[src/rtl/tkx_pkg.sv]
// Shared types and sizing helpers for the tweakey bank.
package tkx_pkg;

    // Load controller states.
    typedef enum logic [0:0] {
        IDLE = 1'b0,
        LOAD = 1'b1
    } tkx_state_e;

    // Width of one tweakey plane.
    localparam int PLANE_W = 128;

    // Number of serial beats needed to fill one plane.
    function automatic int tkx_words(input int bus_w);
        return PLANE_W / bus_w;
    endfunction

    // Beat counter width; a single-beat load still keeps a 1-bit counter.
    function automatic int tkx_cnt_w(input int bus_w);
        int w;
        w = tkx_words(bus_w);
        return (w <= 1) ? 1 : $clog2(w);
    endfunction

    // Low bit index of plane p inside an N_TK*128 packed vector.
    function automatic int tkx_plane_lo(input int p);
        return p * PLANE_W;
    endfunction

endpackage

[src/rtl/tkx_plane_reg.sv]
// One 128-bit tweakey plane: serial shift-in or parallel forward/revert load.
// Word 0 is the least significant BUS_W slice and receives each new beat, so the
// first beat of a full load ends up in the most significant word.
module tkx_plane_reg
    import tkx_pkg::*;
#(
    parameter int BUS_W = 32
) (
    input  logic               clk,
    input  logic               rst,
    input  logic               i_shift_en,
    input  logic [BUS_W-1:0]   i_sdi,
    input  logic               i_fwd_en,
    input  logic [127:0]       i_fwd,
    input  logic               i_rev_en,
    input  logic [127:0]       i_rev,
    output logic [127:0]       o_plane
);

    localparam int WORDS = tkx_words(BUS_W);

    genvar gi;
    generate
        for (gi = 0; gi < WORDS; gi++) begin : g_word
            logic [BUS_W-1:0] r_word;
            logic [BUS_W-1:0] w_shift_in;

            if (gi == 0) begin : g_head
                assign w_shift_in = i_sdi;
            end else begin : g_tail
                assign w_shift_in = g_word[gi-1].r_word;
            end

            // Word register: shift has priority; the controller never overlaps it with a parallel load.
            always_ff @(posedge clk or negedge rst) begin
                if (!rst) begin
                    r_word <= '0;
                end else if (i_shift_en) begin
                    r_word <= w_shift_in;
                end else if (i_fwd_en) begin
                    r_word <= i_fwd[gi*BUS_W +: BUS_W];
                end else if (i_rev_en) begin
                    r_word <= i_rev[gi*BUS_W +: BUS_W];
                end
            end

            assign o_plane[gi*BUS_W +: BUS_W] = r_word;
        end
    endgenerate

endmodule

[src/rtl/tkx_bank_update.sv]
// Tweakey state bank: N_TK planes with serial load controller and parallel
// forward/revert update from the SKINNY key schedule.
module tkx_bank_update
    import tkx_pkg::*;
#(
    parameter int BUS_W = 32,
    parameter int N_TK  = 3
) (
    input  logic                 clk,
    input  logic                 rst,
    input  logic [BUS_W-1:0]     sdi,
    input  logic                 sdi_valid,
    output logic                 sdi_ready,
    input  logic                 ld_start,
    input  logic [1:0]           ld_sel,
    input  logic                 ld_abort,
    output logic                 ld_done,
    input  logic                 upd,
    input  logic                 rev,
    input  logic [N_TK*128-1:0]  skinny_tkx,
    input  logic [N_TK*128-1:0]  skinny_tkx_revert,
    output logic [N_TK*128-1:0]  tkx,
    output logic                 busy,
    output logic                 err
);

    localparam int             WORDS     = tkx_words(BUS_W);
    localparam int             CW        = tkx_cnt_w(BUS_W);
    localparam logic [CW-1:0]  LAST_BEAT = CW'(WORDS - 1);
    localparam logic [2:0]     N_SEL     = 3'(N_TK);

    tkx_state_e     r_state;
    tkx_state_e     w_state_next;
    logic [CW-1:0]  r_cnt;
    logic [CW-1:0]  w_cnt_next;
    logic [1:0]     r_sel;
    logic [1:0]     w_sel_next;
    logic           r_done;
    logic           w_done_next;
    logic           r_err;
    logic           w_err_next;
    logic           w_shift;
    logic           w_fwd_en;
    logic           w_rev_en;

    // Controller state, beat counter, latched target and registered pulses.
    always_ff @(posedge clk or negedge rst) begin
        if (!rst) begin
            r_state <= IDLE;
            r_cnt   <= '0;
            r_sel   <= '0;
            r_done  <= 1'b0;
            r_err   <= 1'b0;
        end else begin
            r_state <= w_state_next;
            r_cnt   <= w_cnt_next;
            r_sel   <= w_sel_next;
            r_done  <= w_done_next;
            r_err   <= w_err_next;
        end
    end

    // Next-state logic: abort beats a coincident final beat, and parallel
    // updates are only honoured while idle.
    always_comb begin
        w_state_next = r_state;
        w_cnt_next   = r_cnt;
        w_sel_next   = r_sel;
        w_done_next  = 1'b0;
        w_err_next   = 1'b0;
        w_shift      = 1'b0;
        w_fwd_en     = 1'b0;
        w_rev_en     = 1'b0;
        case (r_state)
            IDLE: begin
                if (upd && rev) begin
                    w_err_next = 1'b1;
                end else begin
                    w_fwd_en = upd;
                    w_rev_en = rev;
                end
                if (ld_start) begin
                    if ({1'b0, ld_sel} < N_SEL) begin
                        w_state_next = LOAD;
                        w_cnt_next   = '0;
                        w_sel_next   = ld_sel;
                    end else begin
                        w_err_next = 1'b1;
                    end
                end
            end
            LOAD: begin
                if (ld_abort) begin
                    w_state_next = IDLE;
                end else if (sdi_valid) begin
                    w_shift    = 1'b1;
                    w_cnt_next = r_cnt + CW'(1);
                    if (r_cnt == LAST_BEAT) begin
                        w_state_next = IDLE;
                        w_done_next  = 1'b1;
                        w_cnt_next   = '0;
                    end
                end
            end
            default: begin
                w_state_next = IDLE;
            end
        endcase
    end

    genvar gi;
    generate
        for (gi = 0; gi < N_TK; gi++) begin : g_plane
            logic w_shift_en;
            assign w_shift_en = w_shift && (r_sel == 2'(gi));

            tkx_plane_reg #(
                .BUS_W(BUS_W)
            ) u_plane (
                .clk        (clk),
                .rst        (rst),
                .i_shift_en (w_shift_en),
                .i_sdi      (sdi),
                .i_fwd_en   (w_fwd_en),
                .i_fwd      (skinny_tkx[tkx_plane_lo(gi) +: 128]),
                .i_rev_en   (w_rev_en),
                .i_rev      (skinny_tkx_revert[tkx_plane_lo(gi) +: 128]),
                .o_plane    (tkx[tkx_plane_lo(gi) +: 128])
            );
        end
    endgenerate

    assign sdi_ready = (r_state == LOAD);
    assign busy      = (r_state == LOAD);
    assign ld_done   = r_done;
    assign err       = r_err;

endmodule

[config.mk]
export PLATFORM = sky130hd
export DESIGN_NAME = tkx_bank_update
export DESIGN_NICKNAME = d
export VERILOG_FILES = /design/src/rtl/tkx_pkg.sv /design/src/rtl/tkx_plane_reg.sv /design/src/rtl/tkx_bank_update.sv
export SDC_FILE = /design/constraint.sdc
export NUM_CORES = 1
export LEC_CHECK = 0
export CAP_MARGIN = 20
export CORE_AREA = 2 2 470 472
export CTS_CLUSTER_SIZE = 12
export DETAILED_ROUTE_END_ITERATION = 12
export DIE_AREA = 0 0 472 474
export PLACE_DENSITY = 0.43
export SYNTH_ARGS = -nofsm -noshare
export SYNTH_HDL_FRONTEND = slang
export SYNTH_SLANG_ARGS = --single-unit
export TNS_END_PERCENT = 10
[constraint.sdc]
create_clock -name clk -period 2.7 [get_ports clk]
set_input_delay 0.54 -clock clk [delete_from_list [all_inputs] [get_ports clk]]
set_output_delay 0.54 -clock clk [all_outputs]
set_load 0.005 [all_outputs]
==> Word-level counts from Yosys, hierarchy flattened <==
Cells that the tools add are included.
{ "classes": {"n_addsub": 1, "magnitude_cmp": 1, "n_eq_ne": 7, "mux": 63, "bitwise": 1, "n_reduce_logical": 10} }
{ "ops": {"columns": ["operator", "n"], "rows": [
  ["$mux 32", 36],
  ["$mux 1", 20],
  ["$mux 2", 5],
  ["$reduce_bool 3->1", 3],
  ["$ne 2x2->1 const B", 4],
  ["$eq 2x2->1 const B", 2],
  ["$logic_and 1x1->1", 4],
  ["$pmux 2 s2", 1],
  ["$reduce_and 4->1", 1],
  ["$reduce_and 3->1", 1],
  ["$add 2x1->2 const B", 1],
  ["$eq 2x1->1 const B", 1],
  ["$logic_not 2->1", 1],
  ["$lt 2x2->1 const B", 1],
  ["$pmux 1 s2", 1],
  ["$not 1->1", 1]
]} }
{ "totals": {"regBits": 391, "inputBits": 809, "output_inout_bits": 388, "wordCells": 100} }

==> Longest topological paths before layout <==
{ "logic_depth": {"word_depth": 6, "mapped_depth": 7, "mapped_depth_nobuf": 3} }

==> Hierarchy <==
A second synthesis with hierarchy kept.
{ "unflattened": {"hier_cells": 2165, "area_unflattened_um2": 24151.9} }
{ "by_module_without_submodules": {"columns": ["module", "n_inst", "cells_per_inst", "area_each_um2", "seq_area_each_um2"], "rows": [
  ["tkx_plane_reg", 3, 711, 7926.4, 3203.1],
  ["tkx_bank_update", 1, 32, 372.9, 175.2]
]} }

==> Worst setup path before layout <==
No wires, ideal clock.
{ "synth_timing": {"path_kind": "input -> register", "from": "input port rev", "to": "register g_plane[0].u_plane.g_word[1].r_word[31]", "setup_time_ps": 136, "arrival_time_ps": 1647, "required_time_ps": 2564, "path_slack_ps": 917, "path_stages": 6, "n_path_buf": 3, "path_cell_list": "clkbuf_2 buf_4 buf_2 or3b_2 a21oi_1 o31ai_1"} }
{ "synth_via": {"elab_chain_len": 5, "elab_cells_between_ends": 8, "cone_classes": "mux (6); reduce/logical (2)"} }
{ "synth_lines": {"columns": ["item", "line", "rtl"], "rows": [
  ["start, declared", "tkx_bank_update.sv:19", "input logic rev,"],
  ["$logic_and 1x1->1", "tkx_bank_update.sv:76", "if (upd && rev) begin"],
  ["$mux 1", "tkx_bank_update.sv:76", null],
  ["$mux 1", "tkx_bank_update.sv:74", "case (r_state)"],
  ["$mux 32", "tkx_plane_reg.sv:40", "end else if (i_fwd_en) begin"],
  ["$mux 32", "tkx_plane_reg.sv:38", "end else if (i_shift_en) begin"],
  ["end signal, assigned", "tkx_plane_reg.sv:39", "r_word <= w_shift_in;"],
  ["end signal, assigned", "tkx_plane_reg.sv:41", "r_word <= i_fwd[gi*BUS_W +: BUS_W];"],
  ["end signal, assigned", "tkx_plane_reg.sv:43", "r_word <= i_rev[gi*BUS_W +: BUS_W];"],
  ["end, declared", "tkx_plane_reg.sv:25", "logic [BUS_W-1:0] r_word;"]
]} }
Parallel ways exist; a longest one is shown, timed or not.
A chain may end at the register's enable or synchronous reset.

==> Worst setup path in the final report <==
{ "layout_timing": {"from": "register g_plane[1].u_plane.g_word[1].r_word[14]", "to": "output port tkx[174]"} }
{ "layout_lines": {"columns": ["item", "line", "rtl"], "rows": [
  ["start, declared", "tkx_plane_reg.sv:25", null],
  ["start signal, assigned", "tkx_plane_reg.sv:39", null],
  ["start signal, assigned", "tkx_plane_reg.sv:41", null],
  ["start signal, assigned", "tkx_plane_reg.sv:43", null],
  ["end, declared", "tkx_bank_update.sv:22", "output logic [N_TK*128-1:0] tkx,"]
]} }
No word-level cell between the ends.

==> flow_metrics.py <==
metrics = {
    "run_status": {
        "outcome": "finished with violations",
        "violations": "negative setup slack",
    },
    "placed_design": {
        "place_congestion": 0.937,
        "dpl.hpwl_mm": 190,
        "port_buffers": 1196,
    },
    "global_routing": {
        "grt_max_degree": 96,
        "grt-ovfl-total": 0,
        "grt_usage_pct": 19.9,
        "antenna_found_initial": 78,
        "grt_pass1_wl_mm": 298,
        "grt_pass1_vias": 29400,
    },
    "pwr": {
        "powerDensity_nw_per_um2": 723,
        "finalPower_mw": 31.7,
        "max-vdd-ir-drop_mv": 0.466,
        "total_leakage_power_nw": 16.0,
    },
    "routing": {
        "drcViolationCount": 0,
        "vias_per_cell": 4.46,
        "vias": 29500,
        "routedWlPerCell_um": 35.1,
        "routed_wl_mm": 232,
        "dr.pass1.iters": 6,
        "drtIter0Drc": 2448,
        "antenna_left": 0,
    },
    "hold_path": {
        "hp-class": "input pin to async pin",
    },
    "logic_synthesis": {
        "syn_area_um2": 25100,
        "synth_seq_area_share_pct": 38.9,
        "async_flop_share_pct": 100,
        "yosysWarnings": 0,
        "synth.top_cells.by_area": "dfrtp_1 (39%), a2bb2oi_1 (6.0%), a221oi_1 (5.8%)",
        "synthTopCellsByCount": "dfrtp_1 (391), o21ai_0 (253), clkbuf_1 (218)",
        "synth-seq-cells": 391,
        "yosys.area.top_type": "dfrtp_1",
        "ys_types": 51,
        "yosysTopAreaCellShare_pct": 38.9,
        "synth_flop_cell": "dfrtp_1",
        "synth.avg_cell_area_um2": 9.93,
        "synth-edff-count": 0,
        "syn_nets": 3342,
        "syn_inst": 2532,
        "synth.most_common_cell": "dfrtp_1",
    },
    "worst_setup_path": {
        "start_kind": "flip-flop",
        "max_stage_delay_ns": 0.78,
        "worst-path-buf-inv": 1,
        "path_class": "flip-flop to output pin",
        "critPathTopFamily": "flip-flops",
        "cp_cell_sequence": "clkdlybuf4s50_1",
        "critPathMaxFanout": 3,
        "worstSetupEndpointType": "output pin",
        "arrival_ns": 2.16,
        "crit_required_ns": 2.16,
        "crit_slowest_cell": "dfrtp_1",
    },
    "timing": {
        "fmax_mhz": 370,
        "tns_ns": -0.000237,
        "finalCriticalPeriod_ns": 2.70,
        "finalHoldViolations": 0,
        "clock_skew_ns": 0.0277,
        "finalSetupViolations": 1,
        "tightest_slew_ns": 0.976,
        "setup_slack_ns": -0.000237,
        "maxSlewViolCount": 0,
        "max_slew_margin_pct": 34.9,
        "fin_crit_sh_pct": 100,
        "rsz0062_at_grt": "false",
    },
    "cts": {
        "clk_path_buf_depth": 3,
        "root_buffer": "clkbuf_16",
        "h-tree-depth": 2,
        "path_clk_slew_ns": 0.07,
        "clkLatencyLatePin_ns": 0.70,
        "cts_setup_buffers": 0,
        "numCtsBuffers": 56,
        "numClockSinks": 391,
        "cts_tree": "built",
    },
    "die": {
        "coreArea_um2": 219000,
        "die_y_um": 474,
        "start_util_pct": 11.5,
        "die_w_um": 472,
        "core.rowCount": 172,
        "top_level_ports": 1197,
        "die_area_um2": 224000,
    },
    "finish": {
        "multi_input_area_um2": 13500,
        "drive_gt1_share_pct": 14.5,
        "ff_latch_area_um2": 9800,
        "nFillCells": 24100,
        "areaGrowthSynthToFinish_pct": 74.2,
        "nNetsFinal": 4467,
    },
    "flow_run": {
        "cap_viol_max_count": 0,
    },
}
==> state kept, by name (all words and copies together), names as in the netlist <==
| name | cells |
|---|---|
| r_cnt | 2 |
| g_plane.u_plane.g_word.r_word | 384 |
| ld_done | 1 |
| err | 1 |
| busy | 1 |
| r_sel | 2 |
==> cells by family (layout without fill, tap and decap cells) <==
logic type               after synthesis  after routing  synth area share, %
other                                  0             33                    0
AO/OA/AOI/OAI                       1114           1114                 34.9
buffers and inverters                451           1623                 7.86
flip-flops                           391            391                 38.9
AND/OR/NAND/NOR                      573            573                 18.2
adder cells (fa/ha/maj)                1              1               0.0498
XOR/XNOR                               2              2               0.0697
==> layout by cell type (no fill, tap or decap), drive strengths merged, types with 15 or more instances in the layout <==
cell type and count:
and4bb 68, a221o 33, o21ai 253, diode 33, nor3b 32, a221oi 202, o221a 66, nor4bb 121
clkdlybuf4s50 1189, nor3 62, and2b 35, o22ai 15, a2bb2oi 171, buf 246, clkbuf 77, a31oi 48
o22a 53, o221ai 109, dfrtp 391, a22oi 96, nor2b 153, inv 82, nand3b 67, a21oi 43
==> per-stage QoR <==
step	hold WS [ns]	util (%)	std cells	area, um^2	setup WS (ns)
after floorplan	0.244	-	2532	25100	0.917
after global placement	0.490	19.1	6469	41700	-0.188
after detailed placement	0.495	19.1	6469	41700	-0.225
after CTS	0.347	20.0	6575	43700	0.00423
after global routing	0.386	20.0	6595	43800	0.0264
final	0.404	20.0	6608	43800	-0.000237
==> power breakdown <==
group	internal, mW	total, mW	leakage [nW]	switching (mW)
registers	7.56	10.3	4.67	2.75
logic	6.71	13.2	10.3	6.53
clock network	4.74	8.13	0.955	3.38
==> routing by layer <==
layer | vias up | part of all wire, % | track usage, %
met4 | 36 | 3.7 | 7.13
met5 | - | 0.099 | 0
met3 | 250 | 8.9 | 6.35
li1 | 12500 | - | -
met1 | 15100 | 39 | 23.5
met2 | 1561 | 48 | 33.5
==> final timing paths <==
path | startpoint | endpoint | slack, ns | cells past startpoint
worst min register to register | r_cnt[0]$_DFFE_PN0P_ | r_cnt[0]$_DFFE_PN0P_ | 0.51 | 1
worst max-delay path | g_plane[1].u_plane.g_word[1].r_word[14]$_DFFE_PN0P_ | tkx[174] | -0.0002 | 1
worst max register to register | busy$_DFF_PN0_ | g_plane[2].u_plane.g_word[0].r_word[20]$_DFFE_PN0P_ | 0.22 | 6
max in group asynchronous | rst | busy$_DFF_PN0_ | 1.42 | 4
min in group clk | r_cnt[0]$_DFFE_PN0P_ | r_cnt[0]$_DFFE_PN0P_ | 0.51 | 1
worst min-delay path | rst | g_plane[2].u_plane.g_word[1].r_word[17]$_DFFE_PN0P_ | 0.40 | 2
==> area by class of cell <==
type / instances / area share (%)
Inverter: 79 / 0.689
Clock inverter: 28 / 0.783
Antenna cell: 33 / 0.189
Tap cell: 2871 / 8.20
Clock buffer: 77 / 3.68
Sequential cell: 391 / 22.4
Multi-Input combinational cell: 1690 / 30.8
Timing Repair Buffer: 1439 / 33.3
==> repair_timing <==
item	4_1_cts	5_1_grt
endpoints found under the hold margin	20	0
hold buffers	1	0
resized for setup	13	1
setup endpoints to repair	9	1
No activity file was read; power rests on OpenSTA's default activity.
